==> src/rtl/dot_pkg.sv <==
// Shared widths, unit latency and FSM encoding for the dot-product issue controller.
package dot_pkg;
    localparam int VEC_W      = 48;
    localparam int FP_W       = 16;
    localparam int DP_LATENCY = 25;

    localparam logic [1:0] S_IDLE  = 2'd0;
    localparam logic [1:0] S_ISSUE = 2'd1;
    localparam logic [1:0] S_WAIT  = 2'd2;
    localparam logic [1:0] S_HOLD  = 2'd3;

    typedef enum logic [1:0] {
        ST_IDLE  = S_IDLE,
        ST_ISSUE = S_ISSUE,
        ST_WAIT  = S_WAIT,
        ST_HOLD  = S_HOLD
    } dot_state_e;

    typedef struct packed {
        logic [VEC_W-1:0] a;
        logic [VEC_W-1:0] b;
    } dot_pair_t;

    function automatic dot_pair_t make_pair(input logic [VEC_W-1:0] a,
                                            input logic [VEC_W-1:0] b);
        dot_pair_t p;
        p.a = a;
        p.b = b;
        return p;
    endfunction
endpackage

==> src/rtl/dot_pair_fifo.sv <==
// DEPTH-entry synchronous FIFO of operand pairs; pointers carry an extra wrap bit
// so full and empty are told apart without a separate occupancy counter.
module dot_pair_fifo
    import dot_pkg::*;
#(
    parameter int DEPTH = 2
) (
    input  logic      clk,
    input  logic      rst,
    input  logic      push_i,
    input  dot_pair_t push_data_i,
    input  logic      pop_i,
    output dot_pair_t head_o,
    output logic      full_o,
    output logic      empty_o
);
    localparam int AW = $clog2(DEPTH);

    dot_pair_t   mem_q [DEPTH];
    logic [AW:0] wr_ptr_q, wr_ptr_d;
    logic [AW:0] rd_ptr_q, rd_ptr_d;
    logic        do_push;
    logic        do_pop;

    assign full_o   = (wr_ptr_q[AW] != rd_ptr_q[AW]) &&
                      (wr_ptr_q[AW-1:0] == rd_ptr_q[AW-1:0]);
    assign empty_o  = (wr_ptr_q == rd_ptr_q);
    assign do_push  = push_i && !full_o;
    assign do_pop   = pop_i && !empty_o;
    assign head_o   = mem_q[rd_ptr_q[AW-1:0]];
    assign wr_ptr_d = do_push ? wr_ptr_q + (AW+1)'(1) : wr_ptr_q;
    assign rd_ptr_d = do_pop  ? rd_ptr_q + (AW+1)'(1) : rd_ptr_q;

    always_ff @(posedge clk) begin
        if (rst) begin
            wr_ptr_q <= '0;
            rd_ptr_q <= '0;
        end else begin
            wr_ptr_q <= wr_ptr_d;
            rd_ptr_q <= rd_ptr_d;
        end
    end

    // Storage is not reset; only the pointers define which entries are live.
    always_ff @(posedge clk) begin
        if (do_push) begin
            mem_q[wr_ptr_q[AW-1:0]] <= push_data_i;
        end
    end
endmodule

==> src/rtl/dot_issue_ctrl.sv <==
// Buffers operand pairs and issues them one at a time to a fixed-latency
// dot-product unit, holding each result until downstream accepts it.
// Optional timeout/err support is enabled by defining DOT_TIMEOUT_EN.
//
// state | meaning
// IDLE  | no operation in flight; leaves as soon as a pair is buffered
// ISSUE | one-cycle dp_en pulse with the head pair on dp_vec_a/b
// WAIT  | head pair held on dp_vec_a/b until dp_valid (or timeout)
// HOLD  | captured result presented on out_product until out_ready
module dot_issue_ctrl
    import dot_pkg::*;
#(
    parameter int DEPTH   = 2,
    parameter int TIMEOUT = 32
) (
    input  logic             clk,
    input  logic             rst,
    input  logic             in_valid,
    output logic             in_ready,
    input  logic [VEC_W-1:0] in_vec_a,
    input  logic [VEC_W-1:0] in_vec_b,
    output logic             dp_en,
    output logic [VEC_W-1:0] dp_vec_a,
    output logic [VEC_W-1:0] dp_vec_b,
    input  logic [FP_W-1:0]  dp_product,
    input  logic             dp_valid,
    output logic             out_valid,
    input  logic             out_ready,
    output logic [FP_W-1:0]  out_product,
    output logic             busy
`ifdef DOT_TIMEOUT_EN
    ,
    output logic             err
`endif
);
    if (DEPTH < 2 || (DEPTH & (DEPTH - 1)) != 0 || TIMEOUT < 2) begin : g_cfg_check
        $error("dot_issue_ctrl: DEPTH must be a power of two >= 2 and TIMEOUT >= 2");
    end

    dot_state_e      state_q, state_d;
    logic [FP_W-1:0] out_product_q;
    dot_pair_t       head_pair;
    logic            fifo_full;
    logic            fifo_empty;
    logic            pop;
    logic            capture;

`ifdef DOT_TIMEOUT_EN
    localparam int CNT_W = $clog2(TIMEOUT + 1);
    logic [CNT_W-1:0] tmo_cnt_q, tmo_cnt_d;
    logic             err_q, err_d;
`endif

    dot_pair_fifo #(
        .DEPTH(DEPTH)
    ) u_fifo (
        .clk        (clk),
        .rst        (rst),
        .push_i     (in_valid),
        .push_data_i(make_pair(in_vec_a, in_vec_b)),
        .pop_i      (pop),
        .head_o     (head_pair),
        .full_o     (fifo_full),
        .empty_o    (fifo_empty)
    );

    always_comb begin
        state_d = state_q;
        pop     = 1'b0;
        capture = 1'b0;
`ifdef DOT_TIMEOUT_EN
        tmo_cnt_d = '0;
        err_d     = err_q;
`endif
        case (state_q)
            ST_IDLE: begin
                if (!fifo_empty) begin
                    state_d = ST_ISSUE;
                end
            end
            ST_ISSUE: begin
                state_d = ST_WAIT;
`ifdef DOT_TIMEOUT_EN
                tmo_cnt_d = CNT_W'(1);
`endif
            end
            ST_WAIT: begin
                if (dp_valid) begin
                    pop     = 1'b1;
                    capture = 1'b1;
                    state_d = ST_HOLD;
                end
`ifdef DOT_TIMEOUT_EN
                // Counter holds 0 during ISSUE, so it reaches TIMEOUT exactly
                // TIMEOUT cycles after the dp_en pulse.
                else if (tmo_cnt_q == CNT_W'(TIMEOUT - 1)) begin
                    pop     = 1'b1;
                    err_d   = 1'b1;
                    state_d = ST_IDLE;
                end else begin
                    tmo_cnt_d = tmo_cnt_q + CNT_W'(1);
                end
`endif
            end
            ST_HOLD: begin
                if (out_ready) begin
                    state_d = ST_IDLE;
                end
            end
            default: state_d = ST_IDLE;
        endcase
    end

    always_ff @(posedge clk) begin
        if (rst) begin
            state_q       <= ST_IDLE;
            out_product_q <= '0;
        end else begin
            state_q <= state_d;
            if (capture) begin
                out_product_q <= dp_product;
            end
        end
    end

`ifdef DOT_TIMEOUT_EN
    always_ff @(posedge clk) begin
        if (rst) begin
            tmo_cnt_q <= '0;
            err_q     <= 1'b0;
        end else begin
            tmo_cnt_q <= tmo_cnt_d;
            err_q     <= err_d;
        end
    end

    assign err = err_q;
`endif

    assign in_ready    = !fifo_full;
    assign dp_en       = (state_q == ST_ISSUE);
    assign dp_vec_a    = fifo_empty ? '0 : head_pair.a;
    assign dp_vec_b    = fifo_empty ? '0 : head_pair.b;
    assign out_valid   = (state_q == ST_HOLD);
    assign out_product = out_product_q;
    assign busy        = (state_q != ST_IDLE) || !fifo_empty;
endmodule

==> config.mk <==
export PLATFORM = sky130hd
export DESIGN_NAME = dot_issue_ctrl
export DESIGN_NICKNAME = d
export VERILOG_FILES = /design/src/rtl/dot_pkg.sv /design/src/rtl/dot_pair_fifo.sv /design/src/rtl/dot_issue_ctrl.sv
export SDC_FILE = /design/constraint.sdc
export NUM_CORES = 1
export LEC_CHECK = 0
export ABC_AREA = 0
export CAP_MARGIN = 0
export CORE_ASPECT_RATIO = 1.75
export CORE_UTILIZATION = 30
export CTS_BUF_LIST = sky130_fd_sc_hd__clkbuf_2
export DETAILED_ROUTE_END_ITERATION = 7
export PLACE_DENSITY = 0.62
export REMOVE_ABC_BUFFERS = 1
export SETUP_SLACK_MARGIN = 0.1
export SYNTH_ARGS = -nofsm -noshare
export SYNTH_HDL_FRONTEND = slang
export SYNTH_HIERARCHICAL = 1
export SYNTH_SLANG_ARGS = --single-unit
==> constraint.sdc <==
create_clock -name clk -period 7.8 [get_ports clk]
set_clock_uncertainty 0.2 [all_clocks]
set_input_delay 0.78 -clock clk [delete_from_list [all_inputs] [get_ports clk]]
set_output_delay 0.78 -clock clk [all_outputs]
set_load 0.05 [all_outputs]
### Yosys cells after proc, flatten, opt, wreduce, memory -nomap -nowiden

Memories as Yosys holds them, arrays and structs flattened. A register that Yosys moved wholly into a read port is not among the register bits.
Cells that the tools add are included.

* register bits: 22
* output and inout bits: 116
* input port bits: 117
* memories: 1
* word-level logic and storage cells: 37
* memory bits (writable): 192

* reductions and logical operators: 9
* add/sub/neg operators: 2
* mux-type cells: 12
* equality and inequality tests: 9

Memory list
* u_fifo.mem_q: depth 2, bits a word 96, rd ports 1, clocked after Yosys merged registers in 1, write ports 1, RTL line dot_pair_fifo.sv:19 `dot_pair_t mem_q [DEPTH];`

Operators with widths (number)
* 2-to-1 mux 48 bit: 2
* one-hot mux 2 bit (4 select lines): 1
* 2-to-1 mux 1 bit: 6
* 2-to-1 mux 2 bit: 3
* adder 2 x 1 -> 2 bit, second input constant: 2
* == test 2 bit, second input constant: 2
* inequality test 2 bit, second input constant: 2
* logical AND 1 bit: 3
* AND reduction 3 bit: 1
* == test 2 x 1 -> 1 bit, second input constant: 1
* == test 2 bit: 1
* logical NOT 1 bit: 2
* logical NOT 2 bit: 1
* inequality test 2 x 1 -> 1 bit, second input constant: 1
* nonzero test 2 bit: 1
* == test 1 bit: 1
* logical OR 1 bit: 1
* inequality test 1 bit: 1

### Longest topological paths before layout

Gate-level depths: netlist of the first run.

* depth after elaboration: 6
* mapped depth: 8
* gate-level depth less buffers: 7

### Cells and area by module

Netlist of the first run, hierarchy kept.

By module, submodules not included
* dot_pair_fifo: times used 1, sequential area each 5865.6 sq um, cells an instance 332, area an instance 7216.9 sq um
* dot_issue_ctrl: times used 1, sequential area each 360.3 sq um, cells an instance 197, area an instance 1375.1 sq um

### Worst setup path after synthesis of the first run

OpenSTA, ideal clock, no wires.

* kind: input to register
* start: input port in_valid
* end: memory u_fifo/mem_q[1][0] in the netlist's numbering, enable pin
* slack: 1.500 ns
* stages: 2
* buffers on the path: 0
* library setup time: 0.582 ns
* data arrival time: 5.518 ns
* required time: 7.018 ns
* path through: nand2_1 > a21oi_1

* cells in the longest elaborated chain, start to end: 3

RTL lines
* from (decl): RTL line dot_issue_ctrl.sv:18 `input logic in_valid,`
* logical AND 1 bit: RTL line dot_pair_fifo.sv:28 `assign do_push = push_i && !full_o;`
* 2-to-1 mux 1 bit: RTL line dot_pair_fifo.sv:46 `if (do_push) begin`
* 2-to-1 mux 1 bit (not written as such): RTL line dot_pair_fifo.sv:47 `mem_q[wr_ptr_q[AW-1:0]] <= push_data_i;`
* to (decl): RTL line dot_pair_fifo.sv:19

Every way passes these cells.

### Worst setup path after layout of the first run

* start: register u_fifo.rd_ptr_q[0]
* end: output port busy

* cells in the longest elaborated chain, start to end: 3

RTL lines
* from (decl): RTL line dot_pair_fifo.sv:21 `logic [AW:0] rd_ptr_q, rd_ptr_d;`
* from (signal assigned): RTL line dot_pair_fifo.sv:40 `rd_ptr_q <= rd_ptr_d;`
* == test 2 bit: RTL line dot_pair_fifo.sv:27 `assign empty_o = (wr_ptr_q == rd_ptr_q);`
* via fifo_empty: RTL line dot_issue_ctrl.sv:44 `logic fifo_empty;`
* logical NOT 1 bit: RTL line dot_issue_ctrl.sv:146 `assign busy = (state_q != ST_IDLE) || !fifo_empty;`
* logical OR 1 bit: RTL line dot_issue_ctrl.sv:146
* to (decl): RTL line dot_issue_ctrl.sv:30 `output logic busy`

The timed path passes the listed nets, and every way through them passes these cells.

==> results of run 1 <==
## critical path, delay by kind of cell, from the launching register on
family | cells | cell delay [ps]
simple gates | 2 | 970
xor+xnor | 1 | 190
buf+inv | 3 | 1380
flops | 1 | 570
## power by group
part	switching [W]	internal, W
sequential	0.0000354	0.00135
combinational	0.000656	0.000380
clock	0.000432	0.000282
total	0.00112	0.00201
## synthesized netlist by cell type (all sizes together) (2+ instances only)
library cell  instances
clkbuf               13
ha                    5
inv                   6
nor2                  6
edfxtp              192
buf                  14
and2b                 5
nor2b                93
a311oi                3
mux2                 96
xor2                  2
nand2                38
a21oi                19
dfxtp                23
mux2i                 2
## per-stage QoR
step	area [sq um]	instances	setup slack (ps)	total power, W
2_1_floorplan	8441	502	1502	0.002085
5_1_grt	11770	1205	2423	0.003294
3_3_place_gp	11310	1114	3608	0.002454
3_5_place_dp	11310	1114	3598	0.002461
4_1_cts	11760	1202	2619	0.003194
6_report	11770	1205	2841	0.003132
## cells by family (layout without fill, tap and decap cells)
family                   after synthesis  after routing
buffers and inverters                 34            334
AND/OR/NAND/NOR                      147            147
multiplexers                          98             98
AO/OA/AOI/OAI                         27             27
other                                  0              3
flip-flops                           215            215
adder cells (fa/ha/maj)                5              5
XOR/XNOR                               3              3
## layer usage
layer  part of all wire (%)  vias to the layer above
li1                       -                     2490
met1                     32                     2554
met2                     59                      158
met3                    5.9                       40
met4                    2.8                        4
met5                   0.12                        -
## how the worst max path moves through the flow
| stage | from | endpoint | slack [ps] | depth (start not counted) |
|---|---|---|---|---|
| 2_1_floorplan | in_valid | u_fifo/mem_q[1][0] | 1500 | 2 |
| 3_5_place_dp | u_fifo/rd_ptr_q[0] | busy | 3600 | 6 |
| 3_3_place_gp | u_fifo/rd_ptr_q[0] | busy | 3610 | 6 |
| 5_1_grt | u_fifo/rd_ptr_q[0] | busy | 2420 | 6 |
| 6_report | u_fifo/rd_ptr_q[0] | busy | 2840 | 6 |
| 4_1_cts | u_fifo/rd_ptr_q[0] | busy | 2620 | 6 |
## sequential cells by signal, summed over array words and instances (netlist names), named ones only
name and flops:
out_product 16, state_q 2, u_fifo/mem_q 192, u_fifo/rd_ptr_q 2, u_fifo/wr_ptr_q 2
## area by class of cell
class,instances,area share [%]
timing repair buffer,239,20.18
clock buffer,73,3.104
antenna,3,0.06378
inverter,7,0.2232
tap,373,3.965
clock inverter,15,0.7229
multi-input combinational,280,18.82
sequential,215,52.93
==> results.json, run 1 <==
{
  "synth_cell_types": 30,
  "synthCells": 529,
  "grt_overflow_total": 0,
  "period_share_pct": 63.57,
  "synth.area.mux_share_pct": 12.81,
  "drcViolationCount": 0,
  "final_common_cell": "clkdlybuf4s50_1",
  "gp_congestion": 0.7213,
  "synth_async_sr_flop_share_pct": 0,
  "grtUsageMet1_pct": 12.43,
  "hpwl_mm": 13.18,
  "maxSlewViolCount": 0,
  "r2r_slack_ps": 4810,
  "cts_tree": "yes",
  "fmax_mhz": 201.7,
  "fillCellCount": 2645,
  "reg2reg_depth": 6,
  "tightest_slew_ps": 886.3,
  "maxCapViolCount": 0,
  "wirelength_mm": 20.26,
  "fin_setup_tns_ps": 0,
  "seq_area_sq_mm": 0.006230,
  "cts_num_sinks": 215,
  "crit_fanout": 63,
  "cp_data_arrival_time_ps": 3980,
  "postLayoutCoreUtil_pct": 41.93,
  "dieArea_sq_mm": 0.02935,
  "dr.first_iter.drc_count": 212,
  "layout_common_cells": "232 x clkdlybuf4s50_1, 192 x edfxtp_1, 96 x mux2_2",
  "drive_above_1_share_pct": 22.56,
  "grt_use_met3_pct": 4.027,
  "multi_input_area_sq_mm": 0.002215,
  "crit_path_cell_trace": "xor2_1, nor2_4, buf_4, and2_4, inv_1, clkdlybuf4s50_1",
  "final-hold-violation-count": 0,
  "numCtsBuffers": 51,
  "yosys.area.top_type": "edfxtp_1",
  "first_global_vias": 5517,
  "area_growth_pct": 36.99,
  "slowest_stage": "clkdlybuf4s50_1",
  "dr.pass1.iters": 4,
  "powerDensity_mw_per_mm2": 266.1,
  "synth_top_area_share_pct": 67.10,
  "grt_pass1_wl_mm": 30.02,
  "synth_area_sq_mm": 0.008592,
  "synth-simple-area-share_pct": 9.553,
  "num_rows": 81,
  "clk_pin_slew_worst_paths_ps": 100,
  "post_cts_resized": 0,
  "io_pins": 233,
  "postCtsHoldBufs": 0,
  "hp-start": "out_product[11]",
  "relSlewSlack_pct": 40.91,
  "crit_type": "reg2out",
  "rr_startpoint": "u_fifo/rd_ptr_q[0]",
  "top_usage_layer": "met2",
  "ys_ff_latch": 215,
  "endpoint_kind": "output port",
  "start_kind": "flip-flop",
  "min_period_ps": 4959,
  "grt_use_met2_pct": 27.15,
  "die_x_um": 129.9,
  "yosys_most_used_dff": "edfxtp_1",
  "cts_max_path_buffers": 3,
  "holdPathEnd": "out_product[11]",
  "wl_per_cell_um": 16.81,
  "hp-class": "reg2reg",
  "r2r-end": "state_q[1]",
  "ant_nets": 0,
  "cts_setup_buffers": 0,
  "clock_tree.root_cell": "clkbuf_2",
  "synth_xor_area_share_pct": 0.3932,
  "critPathMaxStageDelay_ps": 690,
  "nets": 916,
  "synth_top_family_by_area": "multiplexers",
  "clk_latency_ps": 780,
  "synth_fa_ha_area_share_pct": 0.7281,
  "whs_ps": 258.5,
  "rsz0062_at_grt": "false",
  "grt_usage_pct": 13.89,
  "io_buffers": 232,
  "synth.yosys.seq_area_share_pct": 72.46,
  "htreeDepth": 2,
  "via_per_inst": 4.354,
  "synth_edf_count": 192,
  "fp.dieH_um": 225.9,
  "status": "completed",
  "synth-compound-area-share_pct": 1.980,
  "coreArea_sq_mm": 0.02807,
  "worst_ep_required_time_ps": 6820,
  "yosysWarnings": 6,
  "setup_viol": 0,
  "synth_area_leaders": "edfxtp_1 67%, mux2_2 13%, nor2b_1 6.8%",
  "vias": 5246,
  "p_leak_nw": 3.980,
  "grt_start_max_net_pins": 64,
  "peakVddDrop_v": 0.0001693,
  "synth.avg_cell_area_sq_um": 16.24,
  "initial_core_util_pct": 30.61,
  "grt_antenna_before_repair": 5,
  "min_path_cells": 2
}
No activity file was read; power rests on OpenSTA's default activity.
==> inputs of run 2 (changes only) <==
--- a/config.mk
+++ b/config.mk
@@ -11,7 +11,7 @@
 export CORE_UTILIZATION = 30
 export CTS_BUF_LIST = sky130_fd_sc_hd__clkbuf_2
 export DETAILED_ROUTE_END_ITERATION = 7
-export PLACE_DENSITY = 0.62
+export PLACE_DENSITY = 0.64
 export REMOVE_ABC_BUFFERS = 1
 export SETUP_SLACK_MARGIN = 0.1
 export SYNTH_ARGS = -nofsm -noshare
==> constraint.sdc (replaced) <==
create_clock -name clk -period 4.18 [get_ports clk]
set_clock_uncertainty 0.2 [all_clocks]
set_input_delay 0.418 -clock clk [delete_from_list [all_inputs] [get_ports clk]]
set_output_delay 0.418 -clock clk [all_outputs]
set_load 0.05 [all_outputs]
==> run 2 against run 1 <==
Compared with the run above:
- utilization rose by 4.3 points
- first-iteration DRC count fell by 11%
- highest routed layer is now met4
- critical endpoint is now dp_vec_b[28]
- sequential power rose by 87%
- via count rose by 8.4%
- register-to-register slack got worse by 3000 ps
- count of clock-buffer cells in the layout rose by 1
- hold slack got worse by 98 ps
- non-clock buffer count rose by 114
==> results.json, run 2 (synthesized netlist as in run 1, its figures left out) <==
{
  "crit_path_cell_trace": "xor2_2, nor2_4, buf_12, and2b_1, clkdlybuf4s50_1",
  "stdcell_area_sq_mm": 0.01297,
  "grt_start_max_net_pins": 55,
  "grt_antenna_before_repair": 1,
  "coreArea_sq_mm": 0.02807,
  "setup_viol": 0,
  "p_leak_nw": 4.472,
  "cts_num_sinks": 215,
  "drive_above_1_share_pct": 20.42,
  "io_pins": 233,
  "final_common_cell": "clkdlybuf4s50_1",
  "rr_startpoint": "state_q[0]",
  "hp-class": "in2reg",
  "cts_max_path_buffers": 3,
  "peakVddDrop_v": 0.0002495,
  "clock_tree.root_cell": "clkbuf_2",
  "grt_usage_pct": 15.17,
  "fmax_mhz": 261.6,
  "placed_area_sq_mm": 0.01138,
  "r2r_slack_ps": 1830,
  "dr.pass1.iters": 4,
  "fin_cells": 1319,
  "first_global_vias": 6199,
  "largest_reg_flops": 192,
  "wl_per_cell_um": 16.55,
  "dp.cells": 1116,
  "period_share_pct": 91.46,
  "crit_fanout": 54,
  "min_path_cells": 3,
  "maxSlewViolCount": 0,
  "hpwl_mm": 13.54,
  "setup.worst_path.start": "u_fifo/wr_ptr_q[0]",
  "reg2reg_depth": 8,
  "endpoint_kind": "output port",
  "crit_buf_inv": 2,
  "vias": 5685,
  "relSlewSlack_pct": 41.55,
  "via_per_inst": 4.310,
  "maxCapViolCount": 0,
  "status": "completed",
  "final-hold-violation-count": 0,
  "cts_setup_buffers": 0,
  "min_period_ps": 3823,
  "nets": 1031,
  "cts_tree": "yes",
  "rsz0062_at_grt": "false",
  "dieArea_sq_mm": 0.02935,
  "gp_congestion": 0.7162,
  "area_growth_pct": 50.95,
  "slowest_stage": "clkdlybuf4s50_1",
  "dr.first_iter.drc_count": 189,
  "path_delay_family": "buffers and inverters",
  "start_kind": "flip-flop",
  "grt_pass1_wl_mm": 32.82,
  "clk_latency_ps": 810,
  "crit_type": "reg2out",
  "fin_setup_tns_ps": 0,
  "clk_pin_slew_worst_paths_ps": 110,
  "fp.dieH_um": 225.9,
  "num_rows": 81,
  "ant_nets": 0,
  "hp-start": "out_ready",
  "holdPathEnd": "state_q[1]",
  "worst_ep_required_time_ps": 3560,
  "drcViolationCount": 0,
  "whs_ps": 160.3,
  "critPathMaxStageDelay_ps": 800,
  "powerDensity_mw_per_mm2": 458.3,
  "wirelength_mm": 21.84,
  "initial_core_util_pct": 30.61,
  "io_buffers": 232,
  "r2r-end": "u_fifo/rd_ptr_q[1]",
  "die_x_um": 129.9,
  "grt_overflow_total": 0,
  "cp_data_arrival_time_ps": 3210,
  "numCtsBuffers": 50,
  "fillCellCount": 2527,
  "layout_common_cells": "232 x clkdlybuf4s50_1, 192 x edfxtp_1, 112 x dlygate4sd3_1",
  "htreeDepth": 2,
  "tightest_slew_ps": 874.0
}
run 2: metrics by stage:
stage / setup WS, ps / util [%] / total power (W)
after CTS: 80.11 / 46.13 / 0.006051
after global placement: 750.6 / 40.53 / 0.004596
after global routing: 131.4 / 46.20 / 0.006251
after detailed placement: 679.0 / 40.53 / 0.004614
after floorplan: -1826 / - / 0.003891
final: 356.9 / 46.20 / 0.005944
run 2: routing by layer:
layer  share of wire (%)  vias to the layer above  track usage (%)
li1                    -                     2715                -
met1                  34                     2739            13.84
met2                  58                      176            29.57
met3                 4.8                       55            3.601
met5                   0                        -                0
met4                 3.9                        0            8.590
run 2: worst register-to-register path, delay by kind of cell, from the launching register on:
kind / cells / cell delay, ps
compound gates: 1 / 90
mux: 1 / 210
simple gates: 2 / 610
flops: 1 / 380
buf+inv: 3 / 470
fa+ha+maj: 1 / 240
run 2: how the worst max path moves through the flow:
stage,to,slack (ps),cells past startpoint
floorplan,u_fifo/mem_q[1][0],-1830,2
global placement,dp_vec_b[28],750,5
detailed placement,dp_vec_b[28],680,5
CTS,dp_vec_b[45],80,4
global route,dp_vec_b[11],130,5
finish,dp_vec_b[28],360,5
run 2: area by class of cell:
class / instances / area [sq um] / area share, %
clock inverter: 14 / 55.05 / 0.4245
clock buffer: 74 / 370.4 / 2.855
timing repair buffer: 353 / 3561 / 27.46
sequential: 215 / 6230 / 48.03
tap: 373 / 466.7 / 3.598
multi-input combinational: 282 / 2258 / 17.41
antenna: 1 / 2.502 / 0.01929
inverter: 7 / 26.28 / 0.2026
run 2: power by group:
| part | internal (W) | switching, W | total [W] | leakage (nW) |
|---|---|---|---|---|
| sequential | 0.00251 | 0.0000659 | 0.00258 | 1.98 |
| combinational | 0.000803 | 0.00128 | 0.00208 | 2.15 |
| clock | 0.000469 | 0.000818 | 0.00129 | 0.337 |
run 2: repair_timing:
action,4_1_cts,5_1_grt
setup endpoints to repair,60,24
pin swaps,1,0
endpoints found under the hold margin,208,0
gates cloned,2,0
resized for setup,2,2
hold buffers,112,0
==> inputs of run 3 (changes only) <==
--- a/config.mk
+++ b/config.mk
@@ -11,7 +11,7 @@
 export CORE_UTILIZATION = 30
 export CTS_BUF_LIST = sky130_fd_sc_hd__clkbuf_2
 export DETAILED_ROUTE_END_ITERATION = 7
-export PLACE_DENSITY = 0.64
+export PLACE_DENSITY = 0.62
 export REMOVE_ABC_BUFFERS = 1
 export SETUP_SLACK_MARGIN = 0.1
 export SYNTH_ARGS = -nofsm -noshare
==> constraint.sdc (replaced) <==
create_clock -name clk -period 4.8 [get_ports clk]
set_clock_uncertainty 0.2 [all_clocks]
set_input_delay 0.48 -clock clk [delete_from_list [all_inputs] [get_ports clk]]
set_output_delay 0.48 -clock clk [all_outputs]
set_load 0.05 [all_outputs]
==> run 3 against run 2 <==
Compared with the run above:
- first-iteration DRC count decreased by 18%
- die area did not move
- routed wire length down 4.1%
- count of clock-buffer cells in the layout up 4
- setup slack better by 180 ps
- power fell by 13%
- utilization fell by 0.26 points
- largest cell class unchanged
==> results.json, run 3 (synthesized netlist as in run 1, its figures left out) <==
{
  "status": "completed",
  "r2r_slack_ps": 2180,
  "dieArea_sq_mm": 0.02935,
  "area_growth_pct": 50.11,
  "total_power_w": 0.005150,
  "grt_use_met3_pct": 3.364,
  "gp_congestion": 0.7155,
  "cts_tree": "yes",
  "p_switching_w": 0.001856,
  "dr.first_iter.drc_count": 155,
  "coreArea_sq_mm": 0.02807,
  "fp.dieH_um": 225.9,
  "crit_path_cell_trace": "xor2_1, nor2_4, buf_4, and2_4, inv_1, clkdlybuf4s50_1",
  "r2r-end": "state_q[0]",
  "final_common_cell": "clkdlybuf4s50_1",
  "clock_tree.root_cell": "clkbuf_2",
  "rsz0062_at_grt": "false",
  "grt_usage_pct": 14.37,
  "num_rows": 81,
  "placed_area_sq_mm": 0.01134,
  "nets": 1027,
  "ant_nets": 0,
  "power_frac_comb_pct": 34.5,
  "internal_power_w": 0.003294,
  "maxCapViolCount": 0,
  "maxSlewViolCount": 0,
  "first_global_vias": 6283,
  "crit_buf_inv": 3,
  "sequentialPowerShare_pct": 43.7,
  "cp_data_arrival_time_ps": 3580,
  "crit_fanout": 97,
  "initial_core_util_pct": 30.61,
  "dr.pass1.iters": 4,
  "top_usage_layer": "met2",
  "worst_ep_required_time_ps": 4120,
  "cts_setup_buffers": 0,
  "grt_use_met2_pct": 28.24,
  "fin_setup_tns_ps": 0,
  "drcViolationCount": 0,
  "cts_num_sinks": 215,
  "clk_pin_slew_worst_paths_ps": 110,
  "relSlewSlack_pct": 27.86,
  "grt_pass1_wl_mm": 31.64,
  "grtUsageMet1_pct": 12.86,
  "start_kind": "flip-flop",
  "htreeDepth": 2,
  "peakVddDrop_v": 0.0002085,
  "tightest_slew_ps": 1082,
  "slowest_stage": "buf_4",
  "hp-class": "in2reg",
  "wirelength_mm": 20.94,
  "final-hold-violation-count": 0,
  "min_period_ps": 4264,
  "powerDensity_mw_per_mm2": 399.3,
  "path_delay_family": "buffers and inverters",
  "seq_area_sq_mm": 0.006230,
  "setup.worst_path.start": "u_fifo/rd_ptr_q[0]",
  "die_x_um": 129.9,
  "largest_reg_flops": 192,
  "crit_type": "reg2out",
  "multi_input_area_sq_mm": 0.002215,
  "fmax_mhz": 234.5,
  "vias": 5670,
  "reg2reg_depth": 6,
  "clk_latency_ps": 810,
  "pwr-share-clk_pct": 21.9,
  "p_leak_nw": 4.454,
  "cts_max_path_buffers": 3,
  "wl_per_cell_um": 15.90,
  "fillCellCount": 2528,
  "grt_overflow_total": 0,
  "critPathMaxStageDelay_ps": 830,
  "via_per_inst": 4.305,
  "layout_common_cells": "232 x clkdlybuf4s50_1, 192 x edfxtp_1, 112 x dlygate4sd3_1",
  "numCtsBuffers": 50,
  "io_buffers": 232,
  "io_pins": 233,
  "rr_startpoint": "u_fifo/rd_ptr_q[0]",
  "drive_above_1_share_pct": 20.17,
  "grt_start_max_net_pins": 98,
  "hpwl_mm": 12.80,
  "cp.depth": 6,
  "grt_antenna_before_repair": 2,
  "crit_end": "busy",
  "setup_viol": 0,
  "stdcell_area_sq_mm": 0.01290,
  "period_share_pct": 88.83,
  "netSwitchingFraction_pct": 36.05,
  "endpoint_kind": "output port"
}
run 3: cell types whose count changed in the layout (fill, tap and decap cells not counted), sizes merged:
cell and delta:
inv -1, diode +1, clkbuf +4, clkinv -2
nor2 -2, buf -2
run 3: worst min-delay path by stage:
stage,start,endpoint,slack [ps],cells after the start
after floorplan,state_q[1],state_q[1],300,2
after global placement,out_product[15],out_product[15],240,2
final,rst,out_product[13],240,3
after CTS,rst,out_product[13],110,3
after global routing,in_valid,u_fifo/wr_ptr_q[0],160,2
after detailed placement,out_product[15],out_product[15],250,2
run 3: area by class of cell:
| class | count | share of cell area, % |
|---|---|---|
| inverter | 7 | 0.2037 |
| timing repair buffer | 351 | 27.30 |
| multi-input combinational | 280 | 17.17 |
| clock buffer | 78 | 3.027 |
| antenna | 2 | 0.03880 |
| tap | 373 | 3.619 |
| sequential | 215 | 48.30 |
| clock inverter | 11 | 0.3395 |
run 3: power groups by stage:
stage	registers, W	clock network (W)	logic, W
floorplan	0.00234	0	0.00105
global placement	0.00229	0	0.00171
detailed placement	0.00229	0	0.00171
CTS	0.00225	0.00120	0.00179
global route	0.00226	0.00127	0.00187
finish	0.00225	0.00113	0.00178
run 3: metal layers:
layer	vias up	wire, um
met3	58	1036
met1	2730	7128
met4	0	918
li1	2704	-
met2	178	11860
met5	-	0
run 3: worst register-to-register path: cells and delay by family, from the launching register on:
kind            cells  cell delay [ps]
compound gates      1              260
xor+xnor            1              320
buf+inv             1              460
flops               1              560
simple gates        3              750
run 3: through the flow:
step | hold WS [ps] | util [%] | instances | setup WS [ps]
2_1_floorplan | 300.1 | - | 502 | -1206
3_3_place_gp | 241.1 | 40.38 | 1114 | 1327
3_5_place_dp | 249.1 | 40.38 | 1114 | 1313
4_1_cts | 107.4 | 45.92 | 1315 | 354.8
5_1_grt | 164.2 | 45.94 | 1317 | 229.7
6_report | 244.7 | 45.94 | 1317 | 536.3
run 3: repair_timing:
item,in CTS,in global routing
hold endpoints to repair,207,0
resized for setup,0,0
hold buffers,112,0
